--- config.mk ---
export PLATFORM = sky130hd
export DESIGN_NAME = alu_issue
export DESIGN_NICKNAME = d
export VERILOG_FILES = /design/src/rtl/alu_pkg.sv /design/src/rtl/alu.sv /design/src/rtl/alu_issue.sv
export SDC_FILE = /design/constraint.sdc
export NUM_CORES = 1
export LEC_CHECK = 0
export CAP_MARGIN = 20
export CORE_AREA = 2 2 67 85
export CTS_BUF_LIST = sky130_fd_sc_hd__clkbuf_16
export DETAILED_ROUTE_END_ITERATION = 8
export DIE_AREA = 0 0 69 87
export PLACE_DENSITY = 0.71
export SLEW_MARGIN = 20
export SYNTH_ARGS = -nofsm -noshare
export SYNTH_HDL_FRONTEND = slang
export SYNTH_SLANG_ARGS = --single-unit
--- constraint.sdc ---
create_clock -name clk -period 2.6 [get_ports clk]
set_input_delay 0.65 -clock clk [delete_from_list [all_inputs] [get_ports clk]]
set_output_delay 0.65 -clock clk [all_outputs]
set_load 0.05 [all_outputs]
--- src/rtl/alu_pkg.sv ---
// Shared ALU definitions: mode codes, issue FSM states
// and the signed-overflow sign rule.
package alu_pkg;

  localparam logic ALU_ADD = 1'b0;
  localparam logic ALU_SUB = 1'b1;

  typedef enum logic [1:0] {
    IDLE = 2'd0,
    EXEC = 2'd1,
    RESP = 2'd2
  } state_e;

  // Sign rule on the three msbs. A subtract flips b's
  // sign, so the operand-sign test inverts for SUB.
  function automatic logic sgn_ovf(
    input logic mode,
    input logic am,
    input logic bm,
    input logic cm
  );
    logic same;
    same = (am == bm);
    if (mode == ALU_SUB) begin
      return !same && (cm != am);
    end
    return same && (cm != am);
  endfunction

endpackage

--- src/rtl/alu.sv ---
// Combinational ADD/SUB datapath.
// Ports: a_i, b_i, mode_i in; c_o (wrapped), ovf_o out.
module alu
  import alu_pkg::*;
#(
  parameter int WORD_SIZE = 8
) (
  input  logic [WORD_SIZE-1:0] a_i,
  input  logic [WORD_SIZE-1:0] b_i,
  input  logic                 mode_i,
  output logic [WORD_SIZE-1:0] c_o,
  output logic                 ovf_o
);

  localparam int W = WORD_SIZE;

  logic [W:0] ax;
  logic [W:0] bx;
  logic [W:0] sx;

  // One guard bit: overflow when the guard and msb disagree.
  assign ax = {a_i[W-1], a_i};
  assign bx = {b_i[W-1], b_i};

  always_comb begin
    sx = ax + bx;
    if (mode_i == ALU_SUB) begin
      sx = ax - bx;
    end
  end

  assign c_o   = sx[W-1:0];
  assign ovf_o = sx[W] ^ sx[W-1];

endmodule

--- src/rtl/alu_issue.sv ---
// Sequential initiator for alu: req -> EXEC -> rsp handshake.
// Ports: req_* in/req_ready out, rsp_* out/rsp_ready in, ovf_sticky, op_count.
module alu_issue
  import alu_pkg::*;
#(
  parameter int WORD_SIZE = 8
) (
  input  logic                 clk,
  input  logic                 rst_n,
  input  logic                 req_valid,
  output logic                 req_ready,
  input  logic [WORD_SIZE-1:0] req_a,
  input  logic [WORD_SIZE-1:0] req_b,
  input  logic                 req_mode,
  output logic                 rsp_valid,
  input  logic                 rsp_ready,
  output logic [WORD_SIZE-1:0] rsp_c,
  output logic                 rsp_ovf,
  output logic                 ovf_sticky,
  input  logic                 ovf_clear,
  output logic [15:0]          op_count
);

  localparam int W = WORD_SIZE;

  state_e      state_q, state_d;
  logic [W-1:0] a_q, a_d;
  logic [W-1:0] b_q, b_d;
  logic [W-1:0] c_q, c_d;
  logic        mode_q, mode_d;
  logic        ovf_q, ovf_d;
  logic        stk_q, stk_d;
  logic [15:0] cnt_q, cnt_d;
  logic [W-1:0] alu_c;
  logic        alu_ovf;
  logic        ovf_now;

  alu #(
    .WORD_SIZE(W)
  ) u_alu (
    .a_i   (a_q),
    .b_i   (b_q),
    .mode_i(mode_q),
    .c_o   (alu_c),
    .ovf_o (alu_ovf)
  );

  assign ovf_now = sgn_ovf(mode_q, a_q[W-1],
                           b_q[W-1], alu_c[W-1]);

  always_comb begin
    state_d = state_q;
    a_d     = a_q;
    b_d     = b_q;
    mode_d  = mode_q;
    c_d     = c_q;
    ovf_d   = ovf_q;
    cnt_d   = cnt_q;
    stk_d   = stk_q & ~ovf_clear;
    unique case (state_q)
      IDLE: begin
        if (req_valid) begin
          a_d     = req_a;
          b_d     = req_b;
          mode_d  = req_mode;
          state_d = EXEC;
        end
      end
      EXEC: begin
        c_d   = alu_c;
        ovf_d = ovf_now;
        // Set overrides a same-cycle clear.
        if (ovf_now) stk_d = 1'b1;
        state_d = RESP;
      end
      RESP: begin
        if (rsp_ready) begin
          cnt_d   = cnt_q + 16'd1;
          state_d = IDLE;
        end
      end
      default: state_d = IDLE;
    endcase
  end

  always_ff @(posedge clk) begin
    if (!rst_n) begin
      state_q <= IDLE;
      a_q     <= '0;
      b_q     <= '0;
      mode_q  <= ALU_ADD;
      c_q     <= '0;
      ovf_q   <= 1'b0;
      stk_q   <= 1'b0;
      cnt_q   <= '0;
    end else begin
      state_q <= state_d;
      a_q     <= a_d;
      b_q     <= b_d;
      mode_q  <= mode_d;
      c_q     <= c_d;
      ovf_q   <= ovf_d;
      stk_q   <= stk_d;
      cnt_q   <= cnt_d;
    end
  end

  assign req_ready  = (state_q == IDLE);
  assign rsp_valid  = (state_q == RESP);
  assign rsp_c      = c_q;
  assign rsp_ovf    = ovf_q;
  assign ovf_sticky = stk_q;
  assign op_count   = cnt_q;

  // The sign rule and the alu's guard-bit flag must agree.
  a_ovf_agree: assert property (
    @(posedge clk) disable iff (!rst_n)
    (state_q == EXEC) |-> (alu_ovf == ovf_now)
  );

endmodule

==> summary.md, run 1 <==
| Metric | Value |
|---|---|
| Final wirelength | `4444 um` |
| Grt total ovfl | `0` |
| Core area | `approximately 0.0053 mm^2` |
| CP endpoint kind | `output pin` |
| Clk_skew | `around 0.0084 ns` |
| Resize count post-CTS | `0` |
| Sum Neg Setup Slack | `0 ns` |
| Die height | `between 80 and 90 um` |
| Final ANT Viol Nets | `0` |
| Status | `complete, no violations` |
| RSZ-0062 raised after global routing | `no` |
| CP Launch Type | `register` |
| Hold Vio Cnt, Final | `0` |
| Synth area leader | `dfxtp_1` |
| Ys async rst share | `0` |
| Post-synthesis cell area | `0.002273 mm^2` |
| Clk sinks | `between 40 and 50` |
| Fin crit share | `0.8972` |
| Initial DRC Count | `just over 70` |
| Vias in the first global route | `~1800` |
| HPWL Detailed | `between 3000 and 4000 um` |
| Initial antenna violation count | `0` |
| Mean Syn Cell Area | `8.611 um^2` |
| Layout net count | `roughly 340` |
| Crit path kind | `register to output pin` |
| Share of layout cells above drive strength 1 | `0.03859` |
| Number of core rows | `30` |
| Root Driver | `clkbuf_16` |
| Setup Fix Bufs, Post-CTS | `0` |
| Cts hold-fix bufs | `0` |
| LEAKAGE | `0.001175 uW` |
| DR pass1 iterations | `4` |
| Starting Density | `0.4326` |
| Final Slew Violations | `0` |
| Fillers | `~510` |
| GR Util All Layers | `0.1556` |
| Clock-pin slew on the worst setup and hold paths | `about 0.060 ns` |
| # port buffers | `49` |
| Final GP Congestion | `about 0.86` |
| Synth Instances | `approximately 260` |
| Drc violations | `0` |
| Pwr/cell area | `about 630 mW/mm^2` |
| Die Wd | `between 60 and 70 um` |
| Synth Register Bits | `between 40 and 50` |
| Sequential fraction of the synthesis area | `0.3963` |
| Max rail drop VDD | `a little over 0.4 mV` |
| Max_slew headroom | `0.5169` |
| CTS tree | `yes` |
| Setup Viol. Count Final | `0` |
| Worst-path fanout max | `5` |
| CTS H-tree depth | `2` |
| Tmin final | `approximately 2.3 ns` |
| Synth-to-layout area growth | `30.87%` |
| Max Root-Sink Buffers | `2` |
| Most frequent cells after synthesis | `nand2_1, dfxtp_1, a21boi_0, and2_1, xnor2_1` |
| Warnings from Yosys | `0` |
| First-pass GRT wire length | `between 7000 and 8000 um` |
| N_diodes | `0` |
| Clock latency on the worst-skew pair | `~0.28 ns` |
| Dominant synthesized flop cell | `dfxtp_1` |
| Critical Path AT | `~1.7 ns` |
| Io pins | `50` |
| Max cap viols | `0` |
| Area contributors post-synth | `dfxtp_1, nand2_1, xnor2_1` |
| Die Area | `about 0.006 mm^2` |
| Synth top area share | `0.3963` |
| CP required | `1.95 ns` |
| Number of flops mapped to enable cells by yosys | `0` |
| F_max | `about 430 MHz` |
| CTS buffer count | `5` |
| Wire length per cell | `roughly 12 um` |
| Most frequent cell after synthesis | `nand2_1` |
| Synth unique cells | `41` |
| Hold/Removal Path Class | `register to register` |
| Synthesized Nets | `just under 300` |
| Slew @ Worst Pin | `between 0.7 and 0.8 ns` |
| Via density | `approximately 5.0` |
| Vias | `roughly 1900` |
| Hold slack | `around 0.47 ns` |
| Pin count of the biggest net entering global routing | `31` |
path summary, 6_finish.rpt:
kind                            startpoint          to  slack, ns  cells past startpoint
worst max-delay path            state_q[0]   req_ready       0.27                      2
worst min-delay path                a_q[0]      a_q[0]       0.47                      2
worst max register to register      b_q[0]  ovf_sticky       0.38                     10
worst min register to register      a_q[0]      a_q[0]       0.47                      2
per-stage QoR:
step | area, um^2 | util | power (uW) | std cells | setup WS [ns]
after floorplan | 2273 | - | 1085 | 264 | 0.5693
after global placement | 2813 | 0.5352 | 1197 | 367 | 0.3205
after detailed placement | 2813 | 0.5352 | 1205 | 367 | 0.2948
after CTS | 2975 | 0.5662 | 1906 | 375 | 0.2519
after global routing | 2975 | 0.5662 | 1979 | 375 | 0.1683
final | 2975 | 0.5662 | 1880 | 375 | 0.2673
critical path, cell delays in order, from the launching register on:
cell,delay [ns]
dfxtp_1,0.34
nor2_1,0.21
clkdlybuf4s50_1,0.85
sequential cells by signal, indices dropped and copies added, names as in the netlist:
register	cells
mode_q	1
rsp_ovf	1
state_q	2
rsp_c	8
b_q	8
ovf_sticky	1
op_count	16
a_q	8
final cells by class:
type / instances / area [um^2] / area share
Clock buffer: 5 / 125.1 / 0.04205
Multi-Input combinational cell: 196 / 1281 / 0.4306
Clock inverter: 3 / 37.54 / 0.01262
Sequential cell: 45 / 900.9 / 0.3028
Timing Repair Buffer: 52 / 513.0 / 0.1724
Tap cell: 64 / 80.08 / 0.02691
Inverter: 10 / 37.54 / 0.01262
layout by cell type (no fill, tap or decap), types with 7 or more instances in the layout:
cell type        synthesis  final
a21boi_0                19     19
a21oi_1                  9      9
and2_1                  19     19
clkdlybuf4s50_1          0     49
dfxtp_1                 45     45
ha_1                     9      9
inv_1                   10     11
nand2_1                 50     50
nand3_1                  8      8
nor2_1                   8      8
xnor2_1                 18     18
xor2_1                   7      7
routing by layer:
| metal | wire, um | share of wire | up-vias | GRT usage |
|---|---|---|---|---|
| met5 | 0 | 0 | - | 0 |
| met4 | 39 | 0.0088 | 0 | 0.04278 |
| met3 | 192 | 0.043 | 4 | 0.03819 |
| met2 | 2237 | 0.50 | 41 | 0.2797 |
| met1 | 1976 | 0.44 | 848 | 0.1848 |
| li1 | - | - | 966 | - |
logic make-up after synthesis:
| kind of cell | after synthesis | synth area share |
|---|---|---|
| fa+ha+maj | 10 | 0.05834 |
| compound gates | 46 | 0.1348 |
| simple gates | 111 | 0.2482 |
| xor+xnor | 27 | 0.1134 |
| mux | 2 | 0.008806 |
| flops | 45 | 0.3963 |
| buf+inv | 23 | 0.04017 |
report_power, final:
part           leakage (uW)  internal [uW]  switching (uW)
Clock             0.0000826            446             250
Combinational      0.000726            196             233
Sequential         0.000366            725            28.8
Note: power is estimated with default switching activity, not from simulation.
==> inputs of run 2 (changes only) <==
--- a/config.mk
+++ b/config.mk
@@ -15,3 +15,4 @@
 export SYNTH_ARGS = -nofsm -noshare
 export SYNTH_HDL_FRONTEND = slang
 export SYNTH_SLANG_ARGS = --single-unit
+export TNS_END_PERCENT = 10
==> results of run 2 <==
No change in the layout: final DEF, timing and power equal those of run 1.
